[src/rtl/ps2_key_decoder_if.sv]
// ps2_key_decoder_if
//   Bundles the scancode input strobe and the decoded synth control outputs.
//   master : byte source / control consumer (PS/2 receiver side, IO controller side)
//   slave  : the decoder itself
//   Signals:
//     ps2_byte[7:0]       scancode byte, valid when ps2_byte_en is high
//     ps2_byte_en         one-cycle strobe
//     note_in             a note key is held
//     note[3:0]           sounding note 0..11
//     octave_plus_plus    one-cycle octave up step
//     octave_minus_minus  one-cycle octave down step
//     ADSR_selector[2:0]  selected ADSR parameter 0..4
//     ADSR_plus_plus      one-cycle ADSR up step
//     ADSR_minus_minus    one-cycle ADSR down step
interface ps2_key_decoder_if;
  logic [7:0] ps2_byte;
  logic       ps2_byte_en;
  logic       note_in;
  logic [3:0] note;
  logic       octave_plus_plus;
  logic       octave_minus_minus;
  logic [2:0] ADSR_selector;
  logic       ADSR_plus_plus;
  logic       ADSR_minus_minus;

  modport master (
    output ps2_byte, ps2_byte_en,
    input  note_in, note, octave_plus_plus, octave_minus_minus,
           ADSR_selector, ADSR_plus_plus, ADSR_minus_minus
  );

  modport slave (
    input  ps2_byte, ps2_byte_en,
    output note_in, note, octave_plus_plus, octave_minus_minus,
           ADSR_selector, ADSR_plus_plus, ADSR_minus_minus
  );
endinterface

[src/rtl/ps2_key_decoder.sv]
// ps2_key_decoder
//   Turns the PS/2 scancode byte stream into synth controls: held-note gate and
//   note number (last-pressed priority), octave/ADSR step pulses and the ADSR
//   parameter selector. Handles F0 break and E0 extended prefixes, suppresses
//   typematic repeats and aborts a stalled prefix after PREFIX_TIMEOUT cycles.
//   Ports:
//     clk    system clock
//     reset  asynchronous active-low reset
//     bus    ps2_key_decoder_if.slave (byte strobe in, controls out)
//   All outputs are registered: a byte strobed in cycle t shows at t+1.
module ps2_key_decoder #(
  parameter int PREFIX_TIMEOUT = 1_000_000,
  parameter bit NOTE_FALLBACK  = 1'b1
) (
  input  logic                clk,
  input  logic                reset,
  ps2_key_decoder_if.slave    bus
);

  localparam int              CNT_W    = $clog2(PREFIX_TIMEOUT + 1);
  localparam logic [CNT_W-1:0] CNT_LAST = CNT_W'(PREFIX_TIMEOUT - 1);

  typedef enum logic [1:0] {IDLE, BRK, EXT, EXT_BRK} state_t;

  // Step mask / pulse bit positions.
  localparam int STEP_OCT_DN  = 0;
  localparam int STEP_OCT_UP  = 1;
  localparam int STEP_ADSR_DN = 2;
  localparam int STEP_ADSR_UP = 3;

  // {hit, index}
  function automatic logic [4:0] note_lookup(input logic [7:0] code);
    case (code)
      8'h1C:   return {1'b1, 4'd0};
      8'h1D:   return {1'b1, 4'd1};
      8'h1B:   return {1'b1, 4'd2};
      8'h24:   return {1'b1, 4'd3};
      8'h23:   return {1'b1, 4'd4};
      8'h2B:   return {1'b1, 4'd5};
      8'h2C:   return {1'b1, 4'd6};
      8'h34:   return {1'b1, 4'd7};
      8'h35:   return {1'b1, 4'd8};
      8'h33:   return {1'b1, 4'd9};
      8'h3C:   return {1'b1, 4'd10};
      8'h3B:   return {1'b1, 4'd11};
      default: return 5'd0;
    endcase
  endfunction

  // {hit, step bit}
  function automatic logic [2:0] step_lookup(input logic [7:0] code);
    case (code)
      8'h1A:   return {1'b1, 2'(STEP_OCT_DN)};
      8'h22:   return {1'b1, 2'(STEP_OCT_UP)};
      8'h4E:   return {1'b1, 2'(STEP_ADSR_DN)};
      8'h55:   return {1'b1, 2'(STEP_ADSR_UP)};
      default: return 3'd0;
    endcase
  endfunction

  // {hit, selector value}
  function automatic logic [3:0] sel_lookup(input logic [7:0] code);
    case (code)
      8'h16:   return {1'b1, 3'd0};
      8'h1E:   return {1'b1, 3'd1};
      8'h26:   return {1'b1, 3'd2};
      8'h25:   return {1'b1, 3'd3};
      8'h2E:   return {1'b1, 3'd4};
      default: return 4'd0;
    endcase
  endfunction

  // Keyboard self-test / ack / resend / error codes: never part of a key sequence.
  function automatic logic is_noise(input logic [7:0] code);
    return (code == 8'hAA) || (code == 8'hFA) || (code == 8'hFE) ||
           (code == 8'h00) || (code == 8'hFF);
  endfunction

  function automatic logic [3:0] lowest_index(input logic [11:0] mask);
    logic [3:0] idx;
    idx = 4'd0;
    for (int i = 11; i >= 0; i--) begin
      if (mask[i]) idx = 4'(i);
    end
    return idx;
  endfunction

  state_t           state_q, state_d;
  logic [CNT_W-1:0] cnt_q, cnt_d;
  logic [11:0]      note_mask_q, note_mask_d;
  logic [3:0]       step_mask_q, step_mask_d;
  logic [3:0]       note_q, note_d;
  logic             note_in_q, note_in_d;
  logic [2:0]       sel_q, sel_d;
  logic [3:0]       pulse_q, pulse_d;

  logic             do_make, do_break;
  logic [4:0]       nk;
  logic [2:0]       sk;
  logic [3:0]       vk;
  logic [11:0]      remaining;

  always_comb begin
    // NOTE: every comb output gets a default first so no path can infer a latch.
    state_d     = state_q;
    cnt_d       = cnt_q;
    note_mask_d = note_mask_q;
    step_mask_d = step_mask_q;
    note_d      = note_q;
    note_in_d   = note_in_q;
    sel_d       = sel_q;
    pulse_d     = 4'd0;
    do_make     = 1'b0;
    do_break    = 1'b0;
    remaining   = 12'd0;
    nk          = note_lookup(bus.ps2_byte);
    sk          = step_lookup(bus.ps2_byte);
    vk          = sel_lookup(bus.ps2_byte);

    // A strobe always takes priority over prefix timeout expiry.
    if (bus.ps2_byte_en) begin
      cnt_d = '0;
      if (is_noise(bus.ps2_byte)) begin
        state_d = IDLE;
      end else begin
        unique case (state_q)
          IDLE: begin
            if (bus.ps2_byte == 8'hF0)      state_d = BRK;
            else if (bus.ps2_byte == 8'hE0) state_d = EXT;
            else                            do_make = 1'b1;
          end
          BRK: begin
            do_break = 1'b1;
            state_d  = IDLE;
          end
          EXT:     state_d = (bus.ps2_byte == 8'hF0) ? EXT_BRK : IDLE;
          EXT_BRK: state_d = IDLE;
          default: state_d = IDLE;
        endcase
      end
    end else if (state_q != IDLE) begin
      if (cnt_q == CNT_LAST) begin
        state_d = IDLE;
        cnt_d   = '0;
      end else begin
        cnt_d = cnt_q + 1'b1;
      end
    end

    if (do_make) begin
      if (nk[4] && !note_mask_q[nk[3:0]]) begin
        note_mask_d[nk[3:0]] = 1'b1;
        note_d               = nk[3:0];
        note_in_d            = 1'b1;
      end
      if (sk[2] && !step_mask_q[sk[1:0]]) begin
        step_mask_d[sk[1:0]] = 1'b1;
        pulse_d[sk[1:0]]     = 1'b1;
      end
      if (vk[3]) sel_d = vk[2:0];
    end

    if (do_break) begin
      if (nk[4]) begin
        remaining           = note_mask_q;
        remaining[nk[3:0]]  = 1'b0;
        note_mask_d         = remaining;
        // Only releasing the sounding key changes the gate or note.
        if (note_in_q && (note_q == nk[3:0])) begin
          if (remaining == 12'd0)  note_in_d = 1'b0;
          else if (NOTE_FALLBACK)  note_d    = lowest_index(remaining);
          else                     note_in_d = 1'b0;
        end
      end
      if (sk[2]) step_mask_d[sk[1:0]] = 1'b0;
    end
  end

  always_ff @(posedge clk or negedge reset) begin
    if (!reset) begin
      state_q     <= IDLE;
      cnt_q       <= '0;
      note_mask_q <= '0;
      step_mask_q <= '0;
      note_q      <= '0;
      note_in_q   <= 1'b0;
      sel_q       <= '0;
      pulse_q     <= '0;
    end else begin
      // NOTE: non-blocking so every register samples this cycle's values.
      state_q     <= state_d;
      cnt_q       <= cnt_d;
      note_mask_q <= note_mask_d;
      step_mask_q <= step_mask_d;
      note_q      <= note_d;
      note_in_q   <= note_in_d;
      sel_q       <= sel_d;
      pulse_q     <= pulse_d;
    end
  end

  assign bus.note_in            = note_in_q;
  assign bus.note               = note_q;
  assign bus.ADSR_selector      = sel_q;
  assign bus.octave_minus_minus = pulse_q[STEP_OCT_DN];
  assign bus.octave_plus_plus   = pulse_q[STEP_OCT_UP];
  assign bus.ADSR_minus_minus   = pulse_q[STEP_ADSR_DN];
  assign bus.ADSR_plus_plus     = pulse_q[STEP_ADSR_UP];

endmodule

[src/flat_wrapper.sv]
// flat-port wrapper written by rule: the top's interface ports become plain ports
module ps2_key_decoder_flat 
#(
  parameter int PREFIX_TIMEOUT = 1_000_000,
  parameter bit NOTE_FALLBACK  = 1'b1
)
  (clk, reset, bus_ps2_byte, bus_ps2_byte_en, bus_note_in, bus_note, bus_octave_plus_plus, bus_octave_minus_minus, bus_ADSR_selector, bus_ADSR_plus_plus, bus_ADSR_minus_minus);
  ps2_key_decoder_if bus_i ();
  input  logic clk;
  input  logic reset;
  input wire logic [$bits(bus_i.ps2_byte)-1:0] bus_ps2_byte;
  input wire logic [$bits(bus_i.ps2_byte_en)-1:0] bus_ps2_byte_en;
  output wire logic [$bits(bus_i.note_in)-1:0] bus_note_in;
  output wire logic [$bits(bus_i.note)-1:0] bus_note;
  output wire logic [$bits(bus_i.octave_plus_plus)-1:0] bus_octave_plus_plus;
  output wire logic [$bits(bus_i.octave_minus_minus)-1:0] bus_octave_minus_minus;
  output wire logic [$bits(bus_i.ADSR_selector)-1:0] bus_ADSR_selector;
  output wire logic [$bits(bus_i.ADSR_plus_plus)-1:0] bus_ADSR_plus_plus;
  output wire logic [$bits(bus_i.ADSR_minus_minus)-1:0] bus_ADSR_minus_minus;
  assign bus_i.ps2_byte = bus_ps2_byte;
  assign bus_i.ps2_byte_en = bus_ps2_byte_en;
  assign bus_note_in = bus_i.note_in;
  assign bus_note = bus_i.note;
  assign bus_octave_plus_plus = bus_i.octave_plus_plus;
  assign bus_octave_minus_minus = bus_i.octave_minus_minus;
  assign bus_ADSR_selector = bus_i.ADSR_selector;
  assign bus_ADSR_plus_plus = bus_i.ADSR_plus_plus;
  assign bus_ADSR_minus_minus = bus_i.ADSR_minus_minus;
  ps2_key_decoder #(.PREFIX_TIMEOUT(PREFIX_TIMEOUT), .NOTE_FALLBACK(NOTE_FALLBACK)) u_core (.clk(clk), .reset(reset), .bus(bus_i));
endmodule
[config.mk]
export PLATFORM = sky130hd
export DESIGN_NAME = ps2_key_decoder_flat
export DESIGN_NICKNAME = d
export VERILOG_FILES = /design/src/rtl/ps2_key_decoder_if.sv /design/src/rtl/ps2_key_decoder.sv /design/src/flat_wrapper.sv
export SDC_FILE = /design/constraint.sdc
export NUM_CORES = 1
export LEC_CHECK = 0
export BUFFER_PORTS_ARGS = -buffer_cell sky130_fd_sc_hd__buf_2
export CAP_MARGIN = 20
export CORE_MARGIN = 3
export CORE_UTILIZATION = 48
export CTS_CLUSTER_SIZE = 30
export DETAILED_ROUTE_END_ITERATION = 7
export PLACE_DENSITY = 0.64
export SKIP_CTS_REPAIR_TIMING = 1
export SYNTH_ARGS = -nofsm -noshare
export SYNTH_HDL_FRONTEND = slang
export SYNTH_SLANG_ARGS = --single-unit
[constraint.sdc]
create_clock -name clk -period 6.4 [get_ports clk]
set_clock_uncertainty 0.2 [all_clocks]
set_input_delay 1.92 -clock clk [delete_from_list [all_inputs] [get_ports clk]]
set_output_delay 1.92 -clock clk [all_outputs]
set_load 0.02 [all_outputs]
# ---- Yosys cells after proc, flatten, opt, wreduce, memory -nomap -nowiden
# Cells that the tools add are included.
dict set report op_classes {
  order_cmp 4
  n_reduce_logical 20
  n_addsub 1
  muxes 64
  n_eq_ne 33
  n_bitwise 6
}
# op n
set ops {}
lappend ops {{8-bit by 6-bit equality test with 1-bit output, second input constant} 13}
lappend ops {{4-bit two-way mux} 24}
lappend ops {{20-bit two-way mux} 3}
lappend ops {{5-bit case mux with 12 select lines} 1}
lappend ops {{8-bit by 5-bit equality test with 1-bit output, second input constant} 6}
lappend ops {{8-bit equality test, second input constant} 6}
lappend ops {{12-bit two-way mux} 4}
lappend ops {{20-bit by 1-bit adder with 20-bit output, second input constant} 1}
lappend ops {{20-bit equality test, second input constant} 1}
lappend ops {{4-bit case mux with 5 select lines} 1}
lappend ops {{1-bit two-way mux} 18}
lappend ops {{8-bit by 7-bit equality test with 1-bit output, second input constant} 2}
lappend ops {{2-bit two-way mux} 7}
lappend ops {{12-bit bitwise AND} 1}
lappend ops {{12-bit zero test} 1}
lappend ops {{12-bit NOT} 1}
lappend ops {{12-bit bitwise OR} 1}
lappend ops {{3-bit case mux with 4 select lines} 1}
lappend ops {{8-bit zero test} 1}
lappend ops {{2-bit case mux with 3 select lines} 1}
lappend ops {{2-bit nonzero test} 3}
lappend ops {{1-bit logical AND} 5}
lappend ops {{4-bit by 5-bit less-than comparator with 1-bit output, second input constant} 1}
lappend ops {{5-bit by 2-bit inequality test with 1-bit output, second input constant} 1}
lappend ops {{19 further kinds} 24}
dict set report word_totals {
  out_inout_bits 12
  reg_bits 50
}

# ---- Logic depth before layout (Yosys ltp)
# Gate-level depths: netlist of the first run.
dict set report logic_depth {
  word_depth 24
  ltp_mapped 11
}

# ---- Worst setup path before layout of the first run
# OpenSTA, ideal clock, no wires.
dict set report synth_timing {
  kind {in2reg}
  start {input bus_ps2_byte[6]}
  end {register u_core.note_mask_q[1]}
  n_path_buf 2
  path_stages 9
  required_ns 6.123
  arrival_ns 4.219
  path_slack_ns 1.903
  cell_sequence {buf_2 -> or3b_4 -> o32ai_4 -> nor4b_1 -> or3_1 -> nor4_4 -> buf_4 -> a21oi_1 -> a21oi_1}
}
dict set report synth_between {
  elab_chain_len 11
}
# item line
set synth_lines {}
lappend synth_lines {{start, declared} flat_wrapper.sv:11} ;# input wire logic [$bits(bus_i.ps2_byte)-1:0] bus_ps2_byte;
lappend synth_lines {{8-bit by 6-bit equality test with 1-bit output or 8-bit by 5-bit equality test with 1-bit output (tied branches)} ps2_key_decoder.sv:33} ;# case (code)
lappend synth_lines {{5-bit case mux with 12 select lines} ps2_key_decoder.sv:33}
lappend synth_lines {{4-bit by 5-bit less-than comparator with 1-bit output (implied by the code) or 4-bit by 1-bit >= comparator with 1-bit output (tied branches)} {ps2_key_decoder.sv:152, ps2_key_decoder.sv:166}}
lappend synth_lines {{1-bit logical AND (implied by the code)} {ps2_key_decoder.sv:152, ps2_key_decoder.sv:166}}
lappend synth_lines {{1-bit two-way mux (implied by the code)} {ps2_key_decoder.sv:152, ps2_key_decoder.sv:166}}
lappend synth_lines {{1-bit demux with 4-bit select} --}
lappend synth_lines {{12-bit bitwise OR (no line)} --}
lappend synth_lines {{12-bit two-way mux} ps2_key_decoder.sv:151} ;# if (nk[4] && !note_mask_q[nk[3:0]]) begin
lappend synth_lines {{12-bit two-way mux} ps2_key_decoder.sv:150} ;# if (do_make) begin
lappend synth_lines {{12-bit two-way mux} ps2_key_decoder.sv:164} ;# if (nk[4]) begin
lappend synth_lines {{12-bit two-way mux (*)} ps2_key_decoder.sv:163} ;# if (do_break) begin
lappend synth_lines {{named net u_core.note_mask_d[1]} ps2_key_decoder.sv:90} ;# logic [11:0] note_mask_q, note_mask_d;
lappend synth_lines {{end signal, assigned} ps2_key_decoder.sv:193} ;# note_mask_q <= note_mask_d;
lappend synth_lines {{end, declared} ps2_key_decoder.sv:90}
# The timed path passes the listed nets; every way through them passes the cells marked *. The select of a mux whose other input is x is not followed.
# A chain may end at the register's enable or synchronous reset.

# ---- Worst setup path in the final report of the first run
dict set report layout_timing {
  start {input bus_ps2_byte[6]}
  end {register u_core.note_q[1] (netlist: u_core.bus.note[1])}
}
dict set report layout_between {
  elab_chain_len 24
}
# item line
set layout_lines {}
lappend layout_lines {{8-bit by 6-bit equality test with 1-bit output or 8-bit by 5-bit equality test with 1-bit output (tied branches)} ps2_key_decoder.sv:33}
lappend layout_lines {{5-bit case mux with 12 select lines} ps2_key_decoder.sv:33}
lappend layout_lines {{4-bit by 5-bit less-than comparator with 1-bit output (implied by the code) or 4-bit by 1-bit >= comparator with 1-bit output (tied branches)} ps2_key_decoder.sv:166} ;# remaining[nk[3:0]] = 1'b0;
lappend layout_lines {{1-bit logical AND (implied by the code)} ps2_key_decoder.sv:166}
lappend layout_lines {{1-bit two-way mux (implied by the code)} ps2_key_decoder.sv:166}
lappend layout_lines {{1-bit demux with 4-bit select} --}
lappend layout_lines {{12-bit NOT (no line)} --}
lappend layout_lines {{12-bit bitwise AND (no line)} --}
lappend layout_lines {{4-bit two-way mux (12 in series)} ps2_key_decoder.sv:83} ;# if (mask[i]) idx = 4'(i);
lappend layout_lines {{4-bit two-way mux} ps2_key_decoder.sv:170} ;# if (remaining == 12'd0) note_in_d = 1'b0;
lappend layout_lines {{4-bit two-way mux} ps2_key_decoder.sv:169} ;# if (note_in_q && (note_q == nk[3:0])) begin
lappend layout_lines {{4-bit two-way mux} ps2_key_decoder.sv:164}
lappend layout_lines {{4-bit two-way mux (*)} ps2_key_decoder.sv:163}
lappend layout_lines {{named net u_core.note_d[1]} ps2_key_decoder.sv:92} ;# logic [3:0] note_q, note_d;
lappend layout_lines {{end signal, assigned} ps2_key_decoder.sv:195} ;# note_q <= note_d;
lappend layout_lines {{end, declared} ps2_key_decoder.sv:92}
# Marks and branches as above.

==> qor.txt, run 1 <==
Hold Crit Depth = 1
DR WL/cell = 16.5 um
PnR Total Power = 0.617 mW
list of most frequent post-synthesis cells = dfrtp_1 (50), nor2_1 (48), a21oi_1 (41)
Final HPWL DP = 5630 um
setup violators final = 0
Peak VDD IR = 0.111 mV
Yosys top cell by area = dfrtp_1
Buffers on Ports = 22
Reg clk slew, reported paths = 0.10 ns
critical path required time = 6.38 ns
vias per inst = 6.13
design area = 3440 um2
YS warnings = 0
Layout Nets = 399
clock tree from TritonCTS = built
critical path type = in -> reg
vias in the first global route = 2694
Critical R2R Capture = u_core.bus.note[1]$_DFF_PN0_
drt total wl = 7690 um
initial antenna violation count = 0
Clock Path Buffers = 2
Top Ports = 23
final core occ = 53.9%
root buffer cell = clkbuf_8
gr ovfl total = 0
Reg2Reg Setup Slack = 3.67 ns
H-tree levels = 2
Mean Syn Cell Area = 8.62 um2
outcome = finished, final reports clean
Top FF cell, synth = dfrtp_1
Seq/Total Area, Yosys = 39.2%
pin count of the biggest net entering global routing = 51
Arr. time, crit path = 4.97 ns
area grow syn2layout = 7.80%
fmax = 201 MHz
RSZ-0062 raised after global routing = false
clk_lat worst skew = 0.30 ns
post-route insts no fill = 465
Lkg Pwr = 1.45 nW
worst-path fanout max = 17
Rows = 29
pre-CTS WS = 1.09 ns
DRT Pass-1 Iters = 5
mapped cell area = 3190 um2
Tmin final = 4.98 ns
core area = 6390 um2
Hold Path Class = reg -> reg
# fillers = 608
CP Capture Type = register
max-slew violations = 0
die area = 7660 um2
chip width = 87.5 um
Post-Syn Instances = 370
Initial Util = 50.0%
final worst-path cycle share = 77.8%
Worst Hold Path EP = u_core.bus.ADSR_selector[2]$_DFFE_PN0P_
Startpoint Class = primary input
placed cell count = 457
First DRT Iteration DRCs = 234
Power Density = 180 nW/um2
Hold Crit Start = u_core.bus.ADSR_selector[2]$_DFFE_PN0P_
Routed Antenna Nets = 0
post-synthesis register bit count = 50
ys async rst share = 100%
Yosys cell types = 68
Yosys top cell area share = 39.2%
# Max-Cap Violations = 0
top cells by area, synth = dfrtp_1 (39%), a21oi_1 (6.4%), nor2_1 (5.6%)
hold slack = 0.313 ns
DIE HEIGHT = 87.5 um
worst setup margin = 1.42 ns
TritonCTS buffer count = 5
TNS Setup = 0 ns
syn_nets = 382
worst r2r src = u_core.state_q[1]$_DFFE_PN0P_
Area after DPL = 3340 um2
DRC violations left = 0
GRT Overall Usage = 21.2%
routability cong. = 0.916
top-count cell post-synth = dfrtp_1
Worst slew margin = 32.2%
reg2reg path depth = 6
share of cells above drive strength 1 = 12.6%
first-pass GRT wire length = 12900 um
number of flops mapped to enable cells by yosys = 0
via count = 2852
clk sinks = 50
ant diodes = 0
worst-margin pin slew = 1.01 ns
Final Hold Vio Count = 0
==> power breakdown <==
group | total [mW] | internal [mW] | switching, mW
Combinational | 0.0874 | 0.0288 | 0.0586
Clock | 0.198 | 0.0896 | 0.109
Sequential | 0.332 | 0.325 | 0.00654
==> cells in the final DEF (no fill, tap or decap), types with 8 or more instances in the layout <==
cell type,count
nor2_1,48
o21ai_0,19
nand2_1,33
inv_1,9
and3_1,8
buf_2,22
nor3_1,10
a21oi_1,41
nor4_1,8
dfrtp_1,50
xor2_1,10
nand3_1,14
==> cells by family (layout without fill, tap and decap cells) <==
| family | count (synthesis) | after routing | synth area share (%) |
|---|---|---|---|
| AOI/OAI and AO/OA | 101 | 101 | 21.1 |
| xor gates and xnor gates | 17 | 17 | 4.67 |
| adders and majority gates | 1 | 1 | 0.392 |
| buffers and inverters | 23 | 41 | 3.18 |
| DFF | 50 | 50 | 39.2 |
| muxes | 8 | 8 | 2.59 |
| and+or+nand+nor | 170 | 170 | 28.9 |
==> cell type report <==
| cell class | count | area, um2 | share of cell area (%) |
|---|---|---|---|
| flip-flops and latches | 50 | 1250 | 36.4 |
| clock inverters | 1 | 8.76 | 0.255 |
| clock buffers | 7 | 86.3 | 2.51 |
| well taps | 77 | 96.3 | 2.80 |
| repair buffers | 24 | 125 | 3.64 |
| inverters | 9 | 33.8 | 0.982 |
| multi-input cells | 297 | 1840 | 53.4 |
==> registers in the layout, summed over array words and instances (netlist names) <==
| signal | cells |
|---|---|
| u_core.pulse_q | 4 |
| u_core.cnt_q | 20 |
| u_core.note_mask_q | 12 |
| u_core.step_mask_q | 4 |
| u_core.bus.note_in | 1 |
| u_core.state_q | 2 |
| u_core.bus.note | 4 |
| u_core.bus.ADSR_selector | 3 |
==> metal layers <==
metal | GRT usage, % | routed length (um) | share of wire [%]
met5 | 0 | 0 | 0
met4 | 6.42 | 161 | 2.1
met3 | 3.10 | 297 | 3.9
met2 | 34.0 | 3540 | 46
met1 | 29.7 | 3690 | 48
==> critical path, stage by stage <==
cell     delay [ns]
buf_2          0.16
or3b_4         0.44
o32ai_4        0.65
nor4b_1        0.12
or3_1          0.49
nor4_4         0.81
mux2i_1        0.27
mux2i_1        0.09
==> worst max-delay path by stage <==
stage | startpoint | endpoint | slack (ns) | cells after the start
6_report | bus_ps2_byte[6] | u_core.bus.note[1]$_DFF_PN0_ | 1.42 | 8
5_1_grt | bus_ps2_byte[5] | u_core.bus.note[1]$_DFF_PN0_ | 1.23 | 8
4_1_cts | bus_ps2_byte[6] | u_core.bus.note[1]$_DFF_PN0_ | 1.43 | 8
3_5_place_dp | bus_ps2_byte[6] | u_core.bus.note[1]$_DFF_PN0_ | 1.09 | 8
3_3_place_gp | bus_ps2_byte[4] | u_core.bus.note[1]$_DFF_PN0_ | 1.17 | 8
2_1_floorplan | bus_ps2_byte[6] | u_core.note_mask_q[1]$_DFF_PN0_ | 1.90 | 9
No activity file was read; power rests on OpenSTA's default activity.
==> inputs of run 2 (changes only) <==
--- a/config.mk
+++ b/config.mk
@@ -5,13 +5,14 @@
 export SDC_FILE = /design/constraint.sdc
 export NUM_CORES = 1
 export LEC_CHECK = 0
+export ABC_AREA = 1
 export BUFFER_PORTS_ARGS = -buffer_cell sky130_fd_sc_hd__buf_2
 export CAP_MARGIN = 20
 export CORE_MARGIN = 3
 export CORE_UTILIZATION = 48
 export CTS_CLUSTER_SIZE = 30
 export DETAILED_ROUTE_END_ITERATION = 7
-export PLACE_DENSITY = 0.64
+export PLACE_DENSITY = 0.66
 export SKIP_CTS_REPAIR_TIMING = 1
 export SYNTH_ARGS = -nofsm -noshare
 export SYNTH_HDL_FRONTEND = slang
==> constraint.sdc (replaced) <==
create_clock -name clk -period 4.2 [get_ports clk]
set_clock_uncertainty 0.2 [all_clocks]
set_input_delay 1.26 -clock clk [delete_from_list [all_inputs] [get_ports clk]]
set_output_delay 1.26 -clock clk [all_outputs]
set_load 0.02 [all_outputs]
==> run 2 against run 1 <==
Synthesized area rose by 3.6%. Wire length fell by 1.9%. Flip-flop and latch count did not move. Largest power group unchanged.
==> qor.txt, run 2 <==
clk_lat worst skew = 0.31 ns (about the same)
CP Capture Type = register
switching power = 0.450 mW (+160%)
Initial Util = 50.9% (+0.93 points)
registers with the most flip-flops = u_core.cnt_q (20), u_core.note_mask_q (12)
critical path's largest stage delay = 0.24 ns (-0.57 ns)
die area = 7920 um2 (+3.4%)
Buffers on Ports = 22 (unchanged)
area grow syn2layout = 8.89%
via count = 3002 (+5.3%)
vias per inst = 5.29 (-14%)
Yosys top cell by area = dfrtp_1
ant diodes = 0 (unchanged)
GRT Overall Usage = 20.6% (-0.55 points)
Tmin final = 3.26 ns
drt total wl = 7540 um (-1.9%)
Final HPWL DP = 5980 um (+6.1%)
share of cells above drive strength 1 = 16.9% (+4.3 points)
TNS Setup = 0 ns (unchanged)
Yosys cell types = 39 (-43%)
combinational share of power = 28.4% (+14 points)
H-tree levels = 2 (unchanged)
Worst slew margin = 37.9% (+5.7 points)
crit-path cells = buf_2 -> inv_2 -> nand2_1 -> inv_1 -> nand2_1 -> o21ai_1 -> nand2_1 -> nand2_2 -> nor2_2 -> nand2_1 -> nand2_1 -> inv_2 -> nor2_4 -> nand2_1 -> nor2_4 -> nor2_2 -> nor2_4 -> nand3b_1 -> nand2_1
Hold Path Class = reg -> reg
chip width = 89.0 um (+1.7%)
# Max-Cap Violations = 0 (unchanged)
top-count cell post-synth = nand2_1
Mean Syn Cell Area = 7.17 um2 (-17%)
vias in the first global route = 2678 (-0.59%)
Crit. path cell count = 19 (+11)
worst-path fanout max = 7 (-10)
pin count of the biggest net entering global routing = 36 (-29%)
post-route insts no fill = 567 (+22%)
final core occ = 55.4% (+1.6 points)
hold slack = 0.285 ns (-0.0288 ns)
worst-margin pin slew = 0.929 ns (-0.0861 ns)
Arr. time, crit path = 3.26 ns (-1.71 ns)
TritonCTS buffer count = 5 (unchanged)
Lkg Pwr = 1.64 nW (+13%)
CP bufs+invs = 4 (+3)
Top Ports = 23 (unchanged)
Clk pwr share = 24.6% (-7.5 points)
Clock Path Buffers = 2 (unchanged)
most common library cell in the layout ignoring fill and taps = nand2_1
RSZ-0062 raised after global routing = false
Power Density = 343 nW/um2 (+91%)
initial antenna violation count = 0 (unchanged)
clk sinks = 50 (unchanged)
ys async rst share = 100% (unchanged)
worst r2r src = u_core.cnt_q[1]$_DFFE_PN0P_
YS warnings = 0 (unchanged)
Reg clk slew, reported paths = 0.10 ns (about the same)
Reg power frac = 47.0% (-6.7 points)
Reg2Reg Setup Slack = 1.09 ns (-2.58 ns)
DRC violations left = 0 (unchanged)
routability cong. = 0.930 (+1.5%)
Post-Syn Instances = 461 (+25%)
Layout Nets = 501 (+26%)
final worst-path cycle share = 77.6%
cell family with most CP delay = simple AND/OR/NAND/NOR gates
Routed Antenna Nets = 0 (unchanged)
Hold Crit Depth = 1 (unchanged)
top cells by area, synth = dfrtp_1 (38%), nand2_1 (13%), nor2_1 (7.7%)
reg2reg path depth = 13 (+7)
Top FF cell, synth = dfrtp_1
critical path required time = 4.20 ns (-2.18 ns)
outcome = finished, final reports clean
root buffer cell = clkbuf_8
syn_nets = 473 (+24%)
internal power = 0.786 mW (+77%)
Worst Hold Path EP = u_core.bus.ADSR_selector[0]$_DFFE_PN0P_
most frequent cells in the layout = nand2_1 (114), nor2_1 (68), inv_1 (57)
fmax = 307 MHz
net switching fraction of the power = 36.4% (+8.3 points)
critical path type = in -> reg
placed cell count = 559 (+22%)
Rows = 29 (unchanged)
max-slew violations = 0 (unchanged)
Peak VDD IR = 0.157 mV (+41%)
Hold Crit Start = u_core.bus.ADSR_selector[0]$_DFFE_PN0P_
DR WL/cell = 13.3 um (-20%)
Final Hold Vio Count = 0 (unchanged)
post-synthesis register bit count = 50 (unchanged)
CP max-delay cell = nor2_2
gr ovfl total = 0 (unchanged)
setup violators final = 0 (unchanged)
Seq/Total Area, Yosys = 37.9% (-1.4 points)
most used cell along the critical path = nand2_1
mapped cell area = 3310 um2 (+3.6%)
DRT Pass-1 Iters = 5 (unchanged)
Critical R2R Capture = u_core.state_q[1]$_DFFE_PN0P_
DIE HEIGHT = 89.0 um (+1.7%)
largest reg by FF count = u_core.cnt_q
number of flops mapped to enable cells by yosys = 0 (unchanged)
list of most frequent post-synthesis cells = nand2_1 (114), nor2_1 (68), inv_1 (57)
max reg flops = 20 (unchanged)
clock tree from TritonCTS = built
PnR Total Power = 1.24 mW (+100%)
Startpoint Class = primary input
Yosys top cell area share = 37.9% (-1.4 points)
First DRT Iteration DRCs = 188 (-20%)
core area = 6490 um2 (+1.7%)
first-pass GRT wire length = 12800 um (-0.96%)
[run 2: how the worst max path moves through the flow]
stage | from | endpoint
floorplan | bus_ps2_byte[7] | u_core.bus.note[2]$_DFF_PN0_
global placement | bus_ps2_byte[1] | u_core.bus.note[1]$_DFF_PN0_
detailed placement | bus_ps2_byte[3] | u_core.bus.note[1]$_DFF_PN0_
CTS | bus_ps2_byte[3] | u_core.bus.note[1]$_DFF_PN0_
global route | u_core.cnt_q[1]$_DFFE_PN0P_ | u_core.state_q[1]$_DFFE_PN0P_
finish | bus_ps2_byte[1] | u_core.bus.note[1]$_DFF_PN0_
[run 2: power groups by stage]
stage	clock [mW]	sequential (mW)	combinational (mW)
after floorplan	0	0.618	0.219
after CTS	0.317	0.580	0.354
after global placement	0	0.590	0.350
after global routing	0.339	0.589	0.401
after detailed placement	0	0.589	0.354
final	0.304	0.581	0.351
[run 2: worst reg2reg max path, stage by stage (launching register included)]
cell and delay, ns:
dfrtp_1 0.37, ha_1 0.21, nand2_1 0.07, nor2_1 0.08, inv_1 0.06, nor4_1 0.34, nand4_1 0.13, nand2_1 0.10
inv_1 0.07, nor2_1 0.71, inv_1 0.26, nor2_1 0.26, nand3_1 0.09, o21ai_0 0.08
[run 2: final cells by class]
type / instances / area (um2)
fill: 614 / 2900
tap: 77 / 96.3
timing repair buffer: 23 / 118
multi-input combinational: 339 / 1780
inverter: 70 / 263
sequential: 50 / 1250
clock inverter: 2 / 12.5
clock buffer: 6 / 82.6
[run 2: cells by family after synthesis]
logic type,Yosys count,share of synthesized area (%)
AO/OA/AOI/OAI,59,12.2
XOR/XNOR,6,1.59
adder cells (fa/ha/maj),1,0.378
buffers and inverters,72,8.40
flip-flops,50,37.9
AND/OR/NAND/NOR,273,39.6
[run 2: metrics by stage]
step	setup WS, ns	instance area (um2)
after global placement	0.589	3500
after global routing	0.678	3600
after floorplan	1.09	3310
final	0.939	3600
after CTS	0.964	3600
after detailed placement	0.636	3500
[run 2: routing by layer]
| layer | share of wire (%) | up-vias | track usage [%] |
|---|---|---|---|
| li1 | - | 1553 | - |
| met1 | 51 | 1363 | 31.1 |
| met2 | 43 | 78 | 30.6 |
| met3 | 4.7 | 8 | 3.23 |
| met4 | 1.2 | 0 | 5.68 |
| met5 | 0 | - | 0 |
